**src/rtl/matrix_edit_ctrl.sv**
```systemverilog
`default_nettype none
// ============================================================================
//  Module      : matrix_edit_ctrl
//  Description : Keypad-driven frame-buffer controller for an 8x8 red/green
//                dot matrix. Holds a 64-pixel, 2-bit-per-pixel picture and a
//                cursor. Rising edges of debounced key levels become move,
//                paint, erase and clear commands. The picture drives the
//                128-bit matrix frame input.
//                Optional feature macro: MATRIX_EDIT_BLINK_EN
//                  defined   -> blinking cursor overlay on frame_o
//                  undefined -> frame_o is the raw buffer, BLINK_DIV unused
//  Revision    : 1.0 - initial release
// ============================================================================
module matrix_edit_ctrl #(
    parameter int BLINK_DIV = 12_500_000,
    parameter int INIT_ROW  = 0,
    parameter int INIT_COL  = 0
) (
    input  logic         clk,
    input  logic         rst,
    input  logic [15:0]  key_i,
    output logic [127:0] frame_o,
    output logic [2:0]   cur_row,
    output logic [2:0]   cur_col,
    output logic         busy_o
);

    typedef enum logic [0:0] {
        S_IDLE  = 1'b0,
        S_CLEAR = 1'b1
    } state_t;

    localparam logic [2:0]  C_INIT_ROW = 3'(INIT_ROW);
    localparam logic [2:0]  C_INIT_COL = 3'(INIT_COL);
    // Keys that carry a command: 0,1,2,4,5,6,9
    localparam logic [15:0] C_CMD_MASK = 16'h0277;

    // A blink half-period shorter than two cycles cannot be counted
    if (BLINK_DIV < 2) begin : g_bad_blink_div
        $error("matrix_edit_ctrl: BLINK_DIV must be >= 2");
    end

    state_t         state_q, state_d;
    logic [127:0]   buf_q, buf_d;
    logic [2:0]     row_q, row_d;
    logic [2:0]     col_q, col_d;
    logic [2:0]     clr_q, clr_d;
    logic           busy_q, busy_d;
    logic [15:0]    key_q;

    logic [15:0]    w_press;
    logic [15:0]    w_cmd;
    logic [15:0]    w_sel;
    logic [6:0]     w_cur_lsb;
    logic [6:0]     w_clr_lsb;
    logic [1:0]     w_cur_pix;

    // Rising edges on command keys; only the lowest-index one survives
    assign w_press = key_i & ~key_q;
    assign w_cmd   = w_press & C_CMD_MASK;
    assign w_sel   = w_cmd & (~w_cmd + 16'd1);

    // Pixel p = 8*row+col lives at [127-2p -: 2], i.e. LSB at 126-2p
    assign w_cur_lsb = 7'd126 - {row_q, col_q, 1'b0};
    assign w_cur_pix = buf_q[w_cur_lsb +: 2];
    // Row r occupies [127-16r -: 16], i.e. LSB at 112-16r
    assign w_clr_lsb = 7'd112 - {clr_q, 4'b0000};

    // Next-state logic: command decode in IDLE, one row per cycle in CLEAR
    always_comb begin
        state_d = state_q;
        buf_d   = buf_q;
        row_d   = row_q;
        col_d   = col_q;
        clr_d   = clr_q;
        busy_d  = busy_q;
        case (state_q)
            S_IDLE: begin
                case (w_sel)
                    16'h0001: begin
                        state_d = S_CLEAR;
                        busy_d  = 1'b1;
                        clr_d   = 3'd0;
                    end
                    16'h0002: row_d = row_q - 3'd1;
                    16'h0004: buf_d[w_cur_lsb +: 2] = 2'b00;
                    16'h0010: col_d = col_q - 3'd1;
                    16'h0020: buf_d[w_cur_lsb +: 2] = w_cur_pix + 2'd1;
                    16'h0040: col_d = col_q + 3'd1;
                    16'h0200: row_d = row_q + 3'd1;
                    default: ;
                endcase
            end
            S_CLEAR: begin
                buf_d[w_clr_lsb +: 16] = 16'h0000;
                clr_d = clr_q + 3'd1;
                if (clr_q == 3'd7) begin
                    state_d = S_IDLE;
                    busy_d  = 1'b0;
                end
            end
            default: state_d = S_IDLE;
        endcase
    end

    // State registers; key history resets high so held keys never fire
    always_ff @(posedge clk) begin
        if (rst) begin
            state_q <= S_IDLE;
            buf_q   <= '0;
            row_q   <= C_INIT_ROW;
            col_q   <= C_INIT_COL;
            clr_q   <= 3'd0;
            busy_q  <= 1'b0;
            key_q   <= 16'hFFFF;
        end else begin
            state_q <= state_d;
            buf_q   <= buf_d;
            row_q   <= row_d;
            col_q   <= col_d;
            clr_q   <= clr_d;
            busy_q  <= busy_d;
            key_q   <= key_i;
        end
    end

    assign cur_row = row_q;
    assign cur_col = col_q;
    assign busy_o  = busy_q;

`ifdef MATRIX_EDIT_BLINK_EN
    localparam int            C_CW = $clog2(BLINK_DIV);
    localparam logic [C_CW-1:0] C_BLINK_TC = C_CW'(BLINK_DIV - 1);

    logic [C_CW-1:0] blink_cnt_q, blink_cnt_d;
    logic            phase_q, phase_d;
    logic            w_exec;

    // Any command accepted in IDLE restarts the blink with the cursor shown
    assign w_exec = (state_q == S_IDLE) && (|w_sel);

    // Blink half-period counter and phase
    always_comb begin
        blink_cnt_d = blink_cnt_q;
        phase_d     = phase_q;
        if (w_exec) begin
            blink_cnt_d = '0;
            phase_d     = 1'b1;
        end else if (blink_cnt_q == C_BLINK_TC) begin
            blink_cnt_d = '0;
            phase_d     = ~phase_q;
        end else begin
            blink_cnt_d = blink_cnt_q + 1'b1;
        end
    end

    // Blink registers
    always_ff @(posedge clk) begin
        if (rst) begin
            blink_cnt_q <= '0;
            phase_q     <= 1'b0;
        end else begin
            blink_cnt_q <= blink_cnt_d;
            phase_q     <= phase_d;
        end
    end

    // Output view: cursor pixel inverted while shown; buffer keeps true colour
    always_comb begin
        frame_o = buf_q;
        if (phase_q && !busy_q) begin
            frame_o[w_cur_lsb +: 2] = w_cur_pix ^ 2'b11;
        end
    end
`else
    // Without blink the matrix sees the raw buffer
    assign frame_o = buf_q;
`endif

endmodule
`default_nettype wire

```
**config.mk**
```make
export PLATFORM = sky130hd
export DESIGN_NAME = matrix_edit_ctrl
export DESIGN_NICKNAME = d
export VERILOG_FILES = /design/src/rtl/matrix_edit_ctrl.sv
export SDC_FILE = /design/constraint.sdc
export NUM_CORES = 1
export LEC_CHECK = 0
export BUFFER_PORTS_ARGS = -buffer_cell sky130_fd_sc_hd__buf_2
export CORE_MARGIN = 4
export CORE_UTILIZATION = 35
export CTS_CLUSTER_DIAMETER = 30
export DETAILED_ROUTE_END_ITERATION = 7
export HOLD_SLACK_MARGIN = 0.1
export SLEW_MARGIN = 10
export SYNTH_ARGS = -nofsm -noshare
export SYNTH_HDL_FRONTEND = slang
export SYNTH_SLANG_ARGS = --single-unit
```
**constraint.sdc**
```tcl
create_clock -name clk -period 2.7 [get_ports clk]
set_clock_uncertainty 0.15 [all_clocks]
set_input_delay 0.27 -clock clk [delete_from_list [all_inputs] [get_ports clk]]
set_output_delay 0.27 -clock clk [all_outputs]
set_load 0.02 [all_outputs]
```
==> flow_summary.toml, run 1 <==
[placement]
dp_slack_ps = -256
portBuffers = 143
place_congestion = 1.01
dp_hpwl_um = 25900
dp.cells = 1532

[detailed_routing]
drt-initial-drc-count = 967
vias = 9350
wl_per_cell_um = 22.7
drcViolationCount = 0
vias_per_cell = 5.90
routed_wl_um = 36000
drtAntennaViolNets = 0
first_pass_iters = 5

[clock_tree]
ctsRootBufferMaster = "clkbuf_16"
cts_buffers = 17
htree_levels = 4
clk_pin_slew_ps = 70
cts_tree = "built"
clock_path_buffers = 2
cts_sinks = 146
clock_latency_ps = 440

[pwr]
vdd_drop_max_v = 0.000312
power_density_mw_per_mm2 = 508
p_leak_nw = 4.71

[cells_and_area]
drive_gt1_frac = 0.382
area_growth_pct = 44.4
stdcell_count = 1585
diodes = 0
num-nets-final = 1283
multi_input_area_mm2 = 0.00505
fillCellCount = 2157
final_util = 0.517
seqCellArea_mm2 = 0.00293

[floorplanning]
ioPinCount = 153
start_util = 0.358
die_h_um = 161
die_area_mm2 = 0.0258
rows = 55
coreArea_mm2 = 0.0228
die_w_um = 161

[setup_path]
critPathCaptureType = "register"
critPathArrivalTime_ps = 3120
critPathMaxFanout = 17
cp-start-kind = "register"
required_ps = 2890
path_class = "register to register"

[sta]
finalSetupTns_ps = -16370
finalHoldViolCount = 0
setup_ws_ps = -229
slew_headroom = 0.565
min_period_ps = 2930
rsz0062_at_grt = "yes"
max_slew.worst_pin.slew_ps = 653
slew_violations = 0
fmax_mhz = 341
finalCritPeriodShare = 1.08
setup_viol = 126

[synthesis]
syn_nets = 978
synth_area_leaders = "dfxtp_1 36%, mux4_2 8.3%, o21ai_0 6.9%"
synth_seq_cells = 146
yosysWarnings = 0
netlist_instances = 955
synth_most_common_cell = "dfxtp_1"
synth-main-ff-cell = "dfxtp_1"
yosysSeqAreaShare = 0.358
synth_top_area_frac = 0.358
synthTopCellsByCount = "146 x dfxtp_1, 113 x o21ai_0, 78 x a21oi_1"
synth_cell_type_count = 59
netlist_area_mm2 = 0.00816
async_flop_share = 0
yosysTopAreaCell = "dfxtp_1"
synth.avg_cell_area_um2 = 8.54
synth_edf_count = 0

[min_path]
hold_path_class = "primary input to register"

[global_route]
grt_overflow = 0
antenna_found_initial = 0
grt_start_max_net_pins = 59
grt_pass1_vias = 8924
grt_usage = 0.268
grt_pass1_wl_um = 54200

[status]
violations = "negative setup slack"
status = "finished, violations left"

[job]
max-cap-violations = 0
sequential cells by signal, summed over array words and instances, names as in the netlist:
signal and cells:
state_q 1, key_q 7, busy_o 1, cur_row 3, frame_o 128, cur_col 3
clr_q 3
worst paths after layout:
| kind | start | end | cells past startpoint | slack, ps |
|---|---|---|---|---|
| setup / recovery | cur_col[0] | frame_o[61] | 10 | -230 |
| hold / removal | rst | frame_o[72] | 2 | 190 |
| setup reg to reg | cur_col[0] | frame_o[61] | 10 | -230 |
| hold reg to reg | busy_o | busy_o | 2 | 300 |
what timing repair did:
item	in CTS	in global routing
endpoints found under the hold margin	7	0
gates cloned	0	2
setup buffers	2	11
pin swaps	1	4
gates resized for setup	18	38
hold buffers	7	0
endpoints found under the setup margin	124	129
critical path, stage by stage (launching register included):
cell      delay (ps)
dfxtp_4          380
buf_6            110
buf_12           120
buf_8            130
mux4_2           520
mux2i_2          220
o221ai_2         200
a32oi_4          300
xnor2_4          160
buf_12           190
o41ai_4          330
where the power goes:
part	total, mW	switching (mW)	internal [mW]
registers	2.20	0.0236	2.17
logic	1.39	0.832	0.556
clock network	2.40	0.976	1.42
layout make-up:
cell class                 count  share of cell area
clock buffer                  21              0.0399
timing repair buffer         376               0.238
clock inverter                10             0.00924
multi-input combinational    714               0.429
sequential                   146               0.249
tap                          313              0.0333
inverter                       5             0.00159
cell usage in the layout, fill, tap and decap left out, types with 4 or more instances in the layout:
master,n
dfxtp_1,143
nor2b_1,40
nand4_1,16
o31ai_1,11
clkbuf_16,19
buf_12,19
inv_1,5
nand2_1,68
nand3b_1,34
a211oi_1,9
or2_2,9
nor2_1,58
nor4_1,10
buf_4,197
mux4_2,30
mux2i_1,8
xor2_1,4
a32oi_1,29
o21ai_0,108
xnor2_1,5
o211ai_1,31
a21oi_1,77
buf_2,142
nand3_1,48
o41ai_2,6
dlygate4sd3_1,7
buf_6,6
nand2b_1,10
a22oi_1,4
o21ai_1,6
nor3_2,4
o31ai_2,4
nor3_1,8
and2_1,5
clkinv_2,5
through the flow:
stage | power (mW) | cell area, um^2 | hold WS [ps]
final | 5.98 | 11800 | 192
after detailed placement | 3.44 | 10700 | 295
after global routing | 6.16 | 11800 | 227
after floorplan | 2.86 | 8180 | 227
after global placement | 3.44 | 10700 | 293
after CTS | 5.85 | 11500 | 187
cell families (layout without fill, tap and decap cells):
logic type / after synthesis / count (layout) / share of synthesized area
fa+ha+maj: 5 / 5 / 0.00951
mux: 43 / 43 / 0.0992
compound gates: 317 / 317 / 0.247
simple gates: 338 / 338 / 0.222
buf+inv: 95 / 412 / 0.0514
flops: 146 / 146 / 0.358
xor+xnor: 11 / 11 / 0.0127
metal layers:
metal	global-route usage	wire (um)
met2	0.426	16400
met3	0.0490	2800
met5	0	0
met4	0.104	1460
met1	0.364	15300
(Power assumes the default switching activity.)
==> inputs of run 2 (changes only) <==
Settings changed: BUFFER_PORTS_ARGS -buffer_cell sky130_fd_sc_hd__buf_2 to -buffer_cell sky130_fd_sc_hd__buf_4.
==> run 2 against run 1 <==
Against the previous run: final cell count is 3.5% lower; core utilization increased by 0.29 points; critical path depth stayed put; highest routed layer unchanged; the flow still finishes with violations (negative setup slack); sequential cell count is the same; sequential share of layout area down 0.14 points; first-iteration DRC count shrank 1.7%; via count shrank 2.1%.
==> flow_summary.toml, run 2 (synthesis results as in run 1) <==
[global_route]
antenna_found_initial = 0
grt_usage = 0.264
grt_start_max_net_pins = 61
grt_pass1_vias = 8588
grt_pass1_wl_um = 53100
grt_overflow = 0

[clock_tree]
cts_tree = "built"
clock_path_buffers = 2
cts_sinks = 146
clock_latency_ps = 440
clk_pin_slew_ps = 70
htree_levels = 4
ctsRootBufferMaster = "clkbuf_16"
cts_buffers = 17

[pwr]
switching_share = 0.305
pwr-share-seq = 0.351
vdd_drop_max_v = 0.000375
internal-power_mw = 4.33
total_power_mw = 6.24
switchingPower_mw = 1.91
power_density_mw_per_mm2 = 527
comb_power_share = 0.238
p_clk_frac = 0.410
p_leak_nw = 4.42

[setup_path]
critPathBufInv = 4
critPathCaptureType = "register"
critPathArrivalTime_ps = 3150
cp-start-kind = "register"
critPathSlowestCell = "mux4_2"
required_ps = 2920
crit_family = "compound AO/OA/AOI/OAI gates"
worstPathCellList = "buf_12 > mux4_2 > mux2_4 > a221o_1 > a32oi_4 > buf_4 > buf_6 > clkbuf_16 > nand4_1 > a21oi_1"
path_class = "register to register"
max_stage_delay_ps = 490
critPathMaxFanout = 11

[detailed_routing]
first_pass_iters = 8
drcViolationCount = 0
vias_per_cell = 5.98
vias = 9151
wl_per_cell_um = 23.6
drt-initial-drc-count = 951
drtAntennaViolNets = 0
routed_wl_um = 36100

[floorplanning]
die_w_um = 161
start_util = 0.358
coreArea_mm2 = 0.0228
rows = 55
ioPinCount = 153
die_area_mm2 = 0.0258
die_h_um = 161

[sta]
max_slew.worst_pin.slew_ps = 707
min_period_ps = 2930
finalHoldViolCount = 0
setup_viol = 128
slew_violations = 0
rsz0062_at_grt = "yes"
finalCritPeriodShare = 1.08
setup_ws_ps = -229
finalSetupTns_ps = -20740
slew_headroom = 0.529
fmax_mhz = 341

[status]
status = "finished, violations left"
violations = "negative setup slack"

[cells_and_area]
layout_commonest_cell = "buf_4"
num-nets-final = 1228
area_growth_pct = 45.2
fillCellCount = 2187
largest_reg_flops = 128
final_cell_mix = "284 x buf_4, 143 x dfxtp_1, 89 x o21ai_0"
drive_gt1_frac = 0.361
diodes = 0
final_util = 0.520

[placement]
dp_hpwl_um = 25200
place_congestion = 1.00
portBuffers = 143

[job]
max-cap-violations = 0

[min_path]
hold_path_class = "primary input to register"
-- run 2: path summary, 6_finish.rpt --
| path | from | to | slack (ps) | cells past startpoint |
|---|---|---|---|---|
| min | rst | frame_o[68] | 190 | 2 |
| min reg2reg | busy_o | busy_o | 310 | 2 |
| max reg2reg | cur_col[0] | frame_o[90] | -230 | 10 |
| max | cur_col[0] | frame_o[90] | -230 | 10 |
-- run 2: power groups by stage --
stage	Clock (mW)	Sequential, mW	Combinational, mW
after global placement	0	2.25	1.17
after global routing	2.66	2.19	1.55
after floorplan	0	2.25	0.612
final	2.56	2.19	1.49
after detailed placement	0	2.25	1.16
after CTS	2.56	2.19	1.22
-- run 2: cell type report --
cell class	count	area [um^2]	share of cell area
flip-flops and latches	146	2930	0.247
clock buffers	21	450	0.0380
multi-input cells	714	5120	0.433
repair buffers	321	2770	0.234
inverters	5	18.8	0.00158
well taps	313	392	0.0331
clock inverters	10	159	0.0134
-- run 2: per-layer routing --
| layer | up-vias | track usage | wire [um] | share of wire |
|---|---|---|---|---|
| li1 | 4124 | - | - | - |
| met1 | 4401 | 0.357 | 14800 | 0.41 |
| met2 | 549 | 0.422 | 17000 | 0.47 |
| met3 | 77 | 0.0526 | 3460 | 0.096 |
| met4 | 0 | 0.0892 | 962 | 0.027 |
| met5 | - | 0 | 0 | 0 |
-- run 2: worst register-to-register path: stages (launching register included) --
cell and delay, ps:
dfxtp_4 370, buf_12 120, mux4_2 500, mux2_4 290
a221o_1 370, a32oi_4 350, buf_4 170, buf_6 130
clkbuf_16 180, nand4_1 80, a21oi_1 160
-- run 2: metrics by stage --
stage	cells	worst slack (ps)	hold slack (ps)	cell area [um^2]
final	1530	-229	190	11800
after global routing	1530	-315	245	11800
after CTS	1519	-171	204	11400
after detailed placement	1477	-342	309	10600
after global placement	1477	-345	300	10600
after floorplan	955	-2.11	227	8180
-- run 2: what timing repair did --
action,in CTS,in global routing
endpoints found under the hold margin,7,0
endpoints found under the setup margin,128,129
cloned,0,6
pin swaps,0,19
setup buffers,4,5
resized for setup,16,71
hold buffers,7,0
